[config.mk]
export PLATFORM = sky130hd
export DESIGN_NAME = riscv_fetch_ctrl
export DESIGN_NICKNAME = d
export VERILOG_FILES = /design/src/rtl/riscv_fetch_ctrl.sv
export SDC_FILE = /design/constraint.sdc
export NUM_CORES = 1
export LEC_CHECK = 0
export CAP_MARGIN = 20
export CELL_PAD_IN_SITES_DETAIL_PLACEMENT = 0
export CELL_PAD_IN_SITES_GLOBAL_PLACEMENT = 1
export CORE_MARGIN = 10
export CORE_UTILIZATION = 25
export CTS_CLUSTER_SIZE = 20
export DETAILED_ROUTE_END_ITERATION = 16
export GPL_ROUTABILITY_DRIVEN = 0
export HOLD_SLACK_MARGIN = 0.08
export PLACE_DENSITY = 0.65
export SLEW_MARGIN = 10
export SYNTH_ARGS = -nofsm -noshare
export SYNTH_HDL_FRONTEND = slang
export SYNTH_SLANG_ARGS = --single-unit
[constraint.sdc]
create_clock -name Clk_i -period 6.9 [get_ports Clk_i]
set_input_delay 2.07 -clock Clk_i [delete_from_list [all_inputs] [get_ports Clk_i]]
set_output_delay 2.07 -clock Clk_i [all_outputs]
set_load 0.05 [all_outputs]
[src/rtl/riscv_fetch_ctrl.sv]
// -----------------------------------------------------------------------------
// riscv_fetch_ctrl
//   Instruction-fetch sequencer. Owns the PC, runs a single-outstanding
//   request/ack port towards instruction memory, and loads the IF/ID
//   register. A taken PC+imm redirect from the ID-stage branch decoder moves
//   the PC to the target, flushes the wrong-path instruction, and throws away
//   the data of any request still in flight. A misaligned target is sent to
//   TRAP_VEC instead.
//
// Ports
//   Clk_i, Rst_i        clock, synchronous active-high reset
//   Stall_i             ID cannot take a new instruction this cycle
//   Branch_en_i         taken jump/branch sitting in ID
//   PC_mux_sel_i        00 PC+4, 01 PC+imm, 1x reserved (acts as 00)
//   Bra_pc_i, Imm_i     PC and sign-extended immediate of the ID instruction
//   Imem_req_o          fetch request (held until Imem_ack_i)
//   Imem_addr_o         fetch address (held until Imem_ack_i)
//   Imem_ack_i          Imem_rdata_i is valid this cycle
//   Imem_rdata_i        fetched instruction word
//   Inst_o, Inst_pc_o   instruction and its PC towards IF/ID
//   Inst_valid_o        Inst_o / Inst_pc_o are valid
//   Flush_o             one-cycle pulse: kill the instruction in ID
//   Misalign_o          one-cycle pulse: redirect target was misaligned
// -----------------------------------------------------------------------------
module riscv_fetch_ctrl #(
  parameter int              AW       = 32,
  parameter logic [AW-1:0]   RESET_PC = '0,
  parameter logic [AW-1:0]   TRAP_VEC = AW'('h100)
) (
  input  logic          Clk_i,
  input  logic          Rst_i,
  input  logic          Stall_i,
  input  logic          Branch_en_i,
  input  logic [1:0]    PC_mux_sel_i,
  input  logic [AW-1:0] Bra_pc_i,
  input  logic [AW-1:0] Imm_i,
  output logic          Imem_req_o,
  output logic [AW-1:0] Imem_addr_o,
  input  logic          Imem_ack_i,
  input  logic [31:0]   Imem_rdata_i,
  output logic [31:0]   Inst_o,
  output logic [AW-1:0] Inst_pc_o,
  output logic          Inst_valid_o,
  output logic          Flush_o,
  output logic          Misalign_o
);

  localparam logic [31:0] NOP = 32'h0000_0013;  // addi x0, x0, 0

  typedef enum logic [1:0] {
    BOOT,   // one idle cycle after reset, no request
    FETCH,  // request at pc outstanding
    HOLD,   // instruction captured while ID stalled, no request
    DRAIN   // stale request outstanding, its data will be discarded
  } state_t;

  state_t        state;
  logic [AW-1:0] pc;

  logic          redirect;
  logic [AW-1:0] target;
  logic          target_misaligned;
  logic [AW-1:0] redirect_pc;
  logic [AW-1:0] pc_plus4;

  // A branch held in ID by a stall stays there, so the redirect simply waits
  // until the stall clears.
  assign redirect          = Branch_en_i && (PC_mux_sel_i == 2'b01) && !Stall_i;
  assign target            = Bra_pc_i + Imm_i;
  assign target_misaligned = (target[1:0] != 2'b00);
  assign redirect_pc       = target_misaligned ? TRAP_VEC : target;
  assign pc_plus4          = pc + AW'(4);

  // NOTE: every register here is updated with non-blocking assignments so
  // that all decisions in one cycle see the pre-edge values of pc/state.
  always_ff @(posedge Clk_i) begin
    if (Rst_i) begin
      // NOTE: reset is synchronous, so it lives inside the clocked branch and
      // any request in flight is simply forgotten (BOOT ignores a late ack).
      state        <= BOOT;
      pc           <= RESET_PC;
      Imem_req_o   <= 1'b0;
      Imem_addr_o  <= RESET_PC;
      Inst_o       <= NOP;
      Inst_pc_o    <= '0;
      Inst_valid_o <= 1'b0;
      Flush_o      <= 1'b0;
      Misalign_o   <= 1'b0;
    end else begin
      Flush_o    <= 1'b0;
      Misalign_o <= 1'b0;

      if (redirect) begin
        Flush_o      <= 1'b1;
        Misalign_o   <= target_misaligned;
        Inst_valid_o <= 1'b0;
        pc           <= redirect_pc;
        Imem_req_o   <= 1'b1;
        // A request still waiting for its ack must complete on the bus with
        // its original address; its data is then dropped in DRAIN.
        if ((state == FETCH || state == DRAIN) && !Imem_ack_i) begin
          state <= DRAIN;
        end else begin
          state       <= FETCH;
          Imem_addr_o <= redirect_pc;
        end
      end else begin
        unique case (state)
          BOOT: begin
            state       <= FETCH;
            Imem_req_o  <= 1'b1;
            Imem_addr_o <= pc;
          end

          FETCH: begin
            if (Imem_ack_i) begin
              Inst_o       <= Imem_rdata_i;
              Inst_pc_o    <= pc;
              Inst_valid_o <= 1'b1;
              pc           <= pc_plus4;
              Imem_addr_o  <= pc_plus4;
              if (Stall_i) begin
                state      <= HOLD;
                Imem_req_o <= 1'b0;
              end
            end else if (!Stall_i) begin
              Inst_valid_o <= 1'b0;  // bubble while waiting for memory
            end
          end

          HOLD: begin
            if (!Stall_i) begin
              state        <= FETCH;
              Imem_req_o   <= 1'b1;
              Imem_addr_o  <= pc;
              Inst_valid_o <= 1'b0;
            end
          end

          DRAIN: begin
            if (Imem_ack_i) begin
              state       <= FETCH;
              Imem_addr_o <= pc;
            end
          end

          default: state <= BOOT;
        endcase
      end
    end
  end

endmodule
== Yosys cells after proc, flatten, opt, wreduce, memory -nomap -nowiden ==
Index checks and enable logic that the tools add are counted.

* Reduce and logical (&&, ||, !) cells: 19
* Multiplexer cells: 25
* Equal/unequal tests: 9
* Bitwise gates (word level): 1
* Add/sub/neg operators: 2

{| class="wikitable"
|+ Operators by type and width
! kind !! count
|-
| $mux 32 || 8
|-
| $pmux 32 s4 || 1
|-
| $add 32x3->32 const B || 1
|-
| $add 32x32->32 || 1
|-
| $mux 2 || 6
|-
| $ne 3x3->1 const B || 4
|-
| $reduce_and 4->1 || 3
|-
| $pmux 2 s4 || 1
|-
| $reduce_bool 2->1 || 4
|-
| $mux 1 || 7
|-
| $eq 2x1->1 const B || 2
|-
| $eq 2x2->1 const B || 2
|-
| $reduce_bool 4->1 || 1
|-
| $reduce_or 2->1 || 2
|-
| $logic_and 1x1->1 || 3
|-
| $pmux 1 s3 || 1
|-
| $reduce_and 3->1 || 1
|-
| $logic_not 1->1 || 2
|-
| $logic_not 2->1 || 1
|-
| $ne 2x2->1 const B || 1
|-
| $pmux 1 s2 || 1
|-
| $reduce_and 2->1 || 1
|-
| $logic_or 1x1->1 || 1
|-
| $not 1->1 || 1
|}

* Logic and storage cells: 65
* Bits of input ports: 103
* Bits in registers: 134

== Depth between registers and ports, before layout ==
Gate-level depths: netlist of the first run.

* Depth after elaboration: 5
* Gate-level depth with buffers: 12
* Depth with buffers taken out: 11

== Worst setup path after synthesis of the first run ==
No wires, ideal clock.

* Path kind: input to register
* Start point: input port Bra_pc_i[0]
* End point: register Imem_addr_o[30]
* Path slack: 2.651 ns
* Data arrival time: 4.120 ns
* Stages: 11
* Library setup time: 0.130 ns
* Cells stage by stage: ha_1 > fa_1 > a21o_1 > a31oi_1 > o2bb2ai_1 > o211ai_1 > a211oi_2 > o21ai_0 > xnor2_1 > a221oi_1 > nor3_1

* Longest elaborated chain between the ends: 5

{| class="wikitable"
|+ RTL lines
! item !! RTL line !! RTL
|-
| from (decl) || 35 || <nowiki>input logic [AW-1:0] Bra_pc_i,</nowiki>
|-
| $add 32x32->32 (*) || 69 || <nowiki>assign target = Bra_pc_i + Imm_i;</nowiki>
|-
| $reduce_bool 2->1 || 70 || <nowiki>assign target_misaligned = (target[1:0] != 2'b00);</nowiki>
|-
| $mux 32 (*) || 71 || <nowiki>assign redirect_pc = target_misaligned ? TRAP_VEC : target;</nowiki>
|-
| $mux 32 (*) || 101 || <nowiki>if ((state == FETCH || state == DRAIN) && !Imem_ack_i) begin</nowiki>
|-
| $mux 32 (*) || 93 || <nowiki>if (redirect) begin</nowiki>
|-
| to (signal assigned) || 105 || <nowiki>Imem_addr_o <= redirect_pc;</nowiki>
|-
| to (signal assigned) || 112 || <nowiki>Imem_addr_o <= pc;</nowiki>
|-
| to (signal assigned) || 121 || <nowiki>Imem_addr_o <= pc_plus4;</nowiki>
|-
| to (decl) || 38 || <nowiki>output logic [AW-1:0] Imem_addr_o,</nowiki>
|}

Mark *: on every way between the ends. The rest lies on a longest branch, timed or not. The select of a mux whose other input is x is not followed.
A chain may end at the register's enable or synchronous reset.

== Final worst setup path of the first run ==
Same ends and word-level chain as after synthesis.

==> results.cfg, run 1 <==
[layout]
seqCellArea_mm2 = 0.00268
n_antenna_cell = 0
drive_above_1_share = 0.0594
final_common_cell = nand2_1
fillCellCount = 3271
nets = 1342
multi_input_area_mm2 = 0.00482
final_core_util = 0.347
syn_to_final_growth_pct = 35.9
mostFrequentLayoutCells = nand2_1, clkdlybuf4s50_1, a21oi_1

[timing]
skew_ps = 10.3
drv_slew = 0
slew_headroom = 0.359
fin_crit_ps = 4610
setup_tns_ps = 0
setup_slack_ps = 2290
timing.final.crit_share = 0.668
worst_slew_pin_slew_ps = 958
max_freq_mhz = 217
worst_hold_slack_ps = 447
rsz0062_at_grt = false
hold_violations = 0
setup_viol = 0

[placed_design]
dp.final_hpwl_um = 21500
port_buffers = 202
place_ws_ps = 1810

[power]
irDropWorstVdd_uv = 119
p_leak_nw = 3.78
powerDensity_mw_per_mm2 = 221
power_mw = 2.36

[min_path]
min_to = Imem_addr_o[0]
worst_hold_path_type = reg2reg
worst_hold_path.num_cells = 2
hp-start = Imem_addr_o[0]

[clocking]
cts_setup_buffers = 0
cts_buffers = 17
cts_buffer_depth = 2
cts_root_buffer = clkbuf_16
cts.clk_slew.worst_paths_ps = 60
cts.sinks = 134
clkLatencyLatePin_ps = 430
ctsHoldBuffers = 0
cts_resized = 0
h-tree-depth = 4
cts_tree = done

[critical_path]
r2r_slack_ps = 3990
reg2reg_from = pc[2]
arrival_ps = 4890
end_kind = register
worst-setup-path-type = in2reg
worstPathRequired_ps = 7180
cp_max_fo = 4
startpoint_type = input port
r2r-end = Imem_addr_o[18]
r2r_cells = 10

[detailed_routing]
wl_per_cell_um = 18.2
drtIter0Drc = 443
vias = 7947
ant_nets = 0
drt_wl_total_um = 29300
firstDrtPassIters = 5
drc = 0
vias_per_cell = 4.94

[synthesis]
ys_types = 71
yosysWarnings = 0
synth-edff-count = 0
ys_async_sr_fraction = 0
avgSynthCellArea_um2 = 7.54
synth_mux_area_frac = 0.00382
ys_seq_elements = 134
synth_top_family_by_area = simple AND/OR/NAND/NOR gates
synth-simple-area-share = 0.237
synth-xor-area-share = 0.0711
synth_compound_area_frac = 0.234
synth_nets = 1184
synthFlopType = dfxtp_1
yosysSeqAreaShare = 0.341
synthAdderAreaFrac = 0.0598
syn_area_mm2 = 0.00787
synth_cells = 1044

[global_route]
gr-total-overflow = 0
grt_pass1_vias = 8026
grt_max_degree = 65
grt_pass1_wl_um = 45700
track_usage = 0.148
antenna_found_initial = 0

[floorplan]
io_pins = 203
die_area_mm2 = 0.0390
coreArea_mm2 = 0.0308
start_util = 0.255
die_y_um = 197
rows = 64
die_x_um = 197

[flow_run]
cap_violations = 0

[outcome]
status = complete, no violations
state kept, by name, summed over array words and instances, names as in the netlist:
register and count:
Flush_o 1, Imem_addr_o 32, Imem_req_o 1, Inst_o 32
Inst_pc_o 32, Inst_valid_o 1, Misalign_o 1, pc 32
state 2
Yosys cell counts (3+ instances only):
cell type	instances	share of area
a211oi_1	27	0.026
a21o_1	8	0.0076
a21oi_1	145	0.092
a221oi_1	9	0.010
a311oi_1	3	0.0033
a31oi_1	12	0.0095
and2_1	6	0.0048
and3_1	9	0.0072
and4_1	4	0.0045
and4_4	4	0.0057
buf_1	5	0.0024
buf_2	8	0.0051
clkbuf_1	50	0.024
clkbuf_8	4	0.0070
dfxtp_1	134	0.34
ha_1	36	0.057
inv_1	13	0.0062
mux2i_1	3	0.0038
nand2_1	220	0.10
nand2b_1	3	0.0024
nand3_1	27	0.017
nand3b_1	3	0.0029
nand4_1	20	0.016
nor2_1	88	0.042
nor2b_1	4	0.0032
nor3_1	18	0.011
o211ai_1	5	0.0048
o21a_1	7	0.0067
o21ai_0	40	0.025
o21ai_1	3	0.0019
o21bai_1	7	0.0067
o221ai_1	3	0.0033
o22ai_1	4	0.0032
or2_2	4	0.0032
xnor2_1	33	0.037
xor2_1	29	0.032
worst max-delay path, stage by stage:
cell and delay, ps:
clkdlybuf4s50_1 400, ha_1 220, fa_1 420, a21o_1 240, a31oi_1 190, o2bb2ai_1 130, o211ai_1 270, a211oi_2 150
o21ai_0 250, xnor2_1 150, a221oi_1 320, nor3_1 80
cell type report:
| cell class | instances | area share |
|---|---|---|
| clock inverters | 9 | 0.00749 |
| multi-input cells | 823 | 0.451 |
| repair buffers | 213 | 0.197 |
| flip-flops and latches | 134 | 0.251 |
| clock buffers | 20 | 0.0436 |
| well taps | 396 | 0.0463 |
| inverters | 13 | 0.00456 |
how the worst max path moves through the flow:
| stage | slack [ps] | startpoint | to |
|---|---|---|---|
| 2_1_floorplan | 2650 | Bra_pc_i[0] | Imem_addr_o[30] |
| 3_3_place_gp | 1820 | Bra_pc_i[0] | Imem_addr_o[30] |
| 3_5_place_dp | 1810 | Bra_pc_i[0] | Imem_addr_o[30] |
| 4_1_cts | 2260 | Bra_pc_i[0] | Imem_addr_o[30] |
| 5_1_grt | 2090 | Bra_pc_i[13] | Imem_addr_o[23] |
| 6_report | 2290 | Bra_pc_i[0] | Imem_addr_o[30] |
report_power, final:
| part | switching, mW | internal [mW] | total (mW) | leakage [nW] |
|---|---|---|---|---|
| registers | 0.0260 | 0.813 | 0.839 | 1.09 |
| clock network | 0.356 | 0.515 | 0.871 | 0.273 |
| logic | 0.420 | 0.234 | 0.654 | 2.42 |
routing by layer:
layer / vias to the layer above / track usage / wire length [um]
li1: 3974 / - / -
met2: 262 / 0.219 / 12100
met1: 3684 / 0.200 / 14400
met5: - / 0 / 0
met3: 27 / 0.0474 / 2460
met4: 0 / 0.0424 / 416
metrics by stage:
| stage | cell area [um2] | instances |
|---|---|---|
| after global placement | 10100 | 1579 |
| after detailed placement | 10100 | 1579 |
| final | 10700 | 1608 |
| after CTS | 10700 | 1608 |
| after floorplan | 7870 | 1044 |
| after global routing | 10700 | 1608 |
logic make-up (layout without fill, tap and decap cells):
group,count (synthesis),in the layout
and+or+nand+nor,421,421
adders and majority gates,37,37
muxes,3,3
AOI/OAI and AO/OA,299,299
DFF,134,134
buffers and inverters,87,255
xor gates and xnor gates,63,63
Power figures use the tool's default switching activity.
==> run 2: changes to the inputs <==
clock period = 4.6 ns   (was 6.9 ns; I/O delays follow)
==> results.cfg, run 2 (same netlist as run 1, synthesis figures left out) <==
[critical_path]
cp_top_family = compound AO/OA/AOI/OAI gates
arrival_ps = 4240
end_kind = register
worstPathRequired_ps = 4940
critPathLaunch = Bra_pc_i[5]
startpoint_type = input port
worst-setup-path-type = in2reg
cp_num_buf_inv = 1
crit_chain = clkdlybuf4s50_1 > ha_1 > o21a_1 > nand4_1 > o2bb2ai_1 > o21ai_1 > o31a_1 > o31ai_2 > xor2_1 > a221oi_1 > nor3_1
critPathSlowestCell = clkdlybuf4s50_1
cp_max_fo = 6
reg2reg_from = pc[2]
slowest_delay_ps = 410

[timing]
hold_violations = 0
rsz0062_at_grt = false
setup_tns_ps = 0
drv_slew = 0
setup_viol = 0
fin_crit_ps = 3900
slew_headroom = 0.509
skew_ps = 12.0
worst_slew_pin_slew_ps = 737
timing.final.crit_share = 0.849
max_freq_mhz = 256
worst_hold_slack_ps = 449

[floorplan]
die_x_um = 197
start_util = 0.255
rows = 64
io_pins = 203
coreArea_mm2 = 0.0308
die_y_um = 197
die_area_mm2 = 0.0390

[layout]
mostFrequentLayoutCells = nand2_1, clkdlybuf4s50_1, a21oi_1
final_common_cell = nand2_1
n_antenna_cell = 0
syn_to_final_growth_pct = 36.2
nets = 1351
fillCellCount = 3277
drive_above_1_share = 0.0632

[detailed_routing]
drt_wl_total_um = 28900
vias = 7919
wl_per_cell_um = 17.9
drtIter0Drc = 422
drc = 0
firstDrtPassIters = 5
vias_per_cell = 4.91
ant_nets = 0

[clocking]
cts_tree = done
clkLatencyLatePin_ps = 420
cts.clk_slew.worst_paths_ps = 60
cts.sinks = 134
cts_setup_buffers = 0
cts_root_buffer = clkbuf_16
cts_buffers = 17
ctsHoldBuffers = 0
cts_buffer_depth = 2
h-tree-depth = 4
cts_resized = 0

[global_route]
gr-total-overflow = 0
grt_pass1_wl_um = 45100
grt_pass1_vias = 7714
track_usage = 0.146
antenna_found_initial = 0
grt_max_degree = 63

[placed_design]
port_buffers = 202
dp.final_hpwl_um = 21600

[min_path]
hp-start = pc[1]
worst_hold_path_type = reg2reg

[flow_run]
cap_violations = 0

[power]
powerDensity_mw_per_mm2 = 323
irDropWorstVdd_uv = 176
p_leak_nw = 3.80

[outcome]
status = complete, no violations
-- run 2: path summary, 6_finish.rpt --
check                         end  slack, ps  cells after the start
setup / recovery  Imem_addr_o[24]        700                     11
hold / removal              pc[1]        450                      2
setup reg to reg  Imem_addr_o[30]       1660                      9
hold reg to reg             pc[1]        450                      2
-- run 2: metal layers --
layer	routed length [um]	track usage	share of wire
met1	14600	0.207	0.51
met2	12000	0.213	0.41
met3	2120	0.0419	0.073
met4	200	0.0308	0.0069
met5	0	0	0
-- run 2: worst register-to-register path, delay by kind of cell, from the launching register on --
kind,cells,cell delay (ps)
AO/OA/AOI/OAI,1,130
adder cells (fa/ha/maj),1,270
XOR/XNOR,1,270
flip-flops,1,520
AND/OR/NAND/NOR,6,1680
-- run 2: metrics by stage --
stage / area, um2 / util / power (mW) / instances / worst slack [ps]
2_1_floorplan: 7870 / - / 1.90 / 1044 / 1040
3_3_place_gp: 10200 / 0.331 / 2.27 / 1588 / 309
3_5_place_dp: 10200 / 0.331 / 2.27 / 1588 / 276
4_1_cts: 10700 / 0.348 / 3.52 / 1614 / 733
5_1_grt: 10700 / 0.348 / 3.64 / 1614 / 444
6_report: 10700 / 0.348 / 3.46 / 1614 / 696
-- run 2: cell type report --
type,instances,area [um2],share of cell area
inverter,13,48.8,0.00455
multi-input combinational,823,4810,0.449
timing repair buffer,222,2180,0.204
clock buffer,21,470,0.0439
sequential,134,2680,0.250
clock inverter,5,30.0,0.00280
tap,396,495,0.0462
-- run 2: where the power goes --
part,internal [mW],switching (mW)
combinational,0.359,0.626
sequential,1.22,0.0403
clock,0.710,0.506
total,2.29,1.17
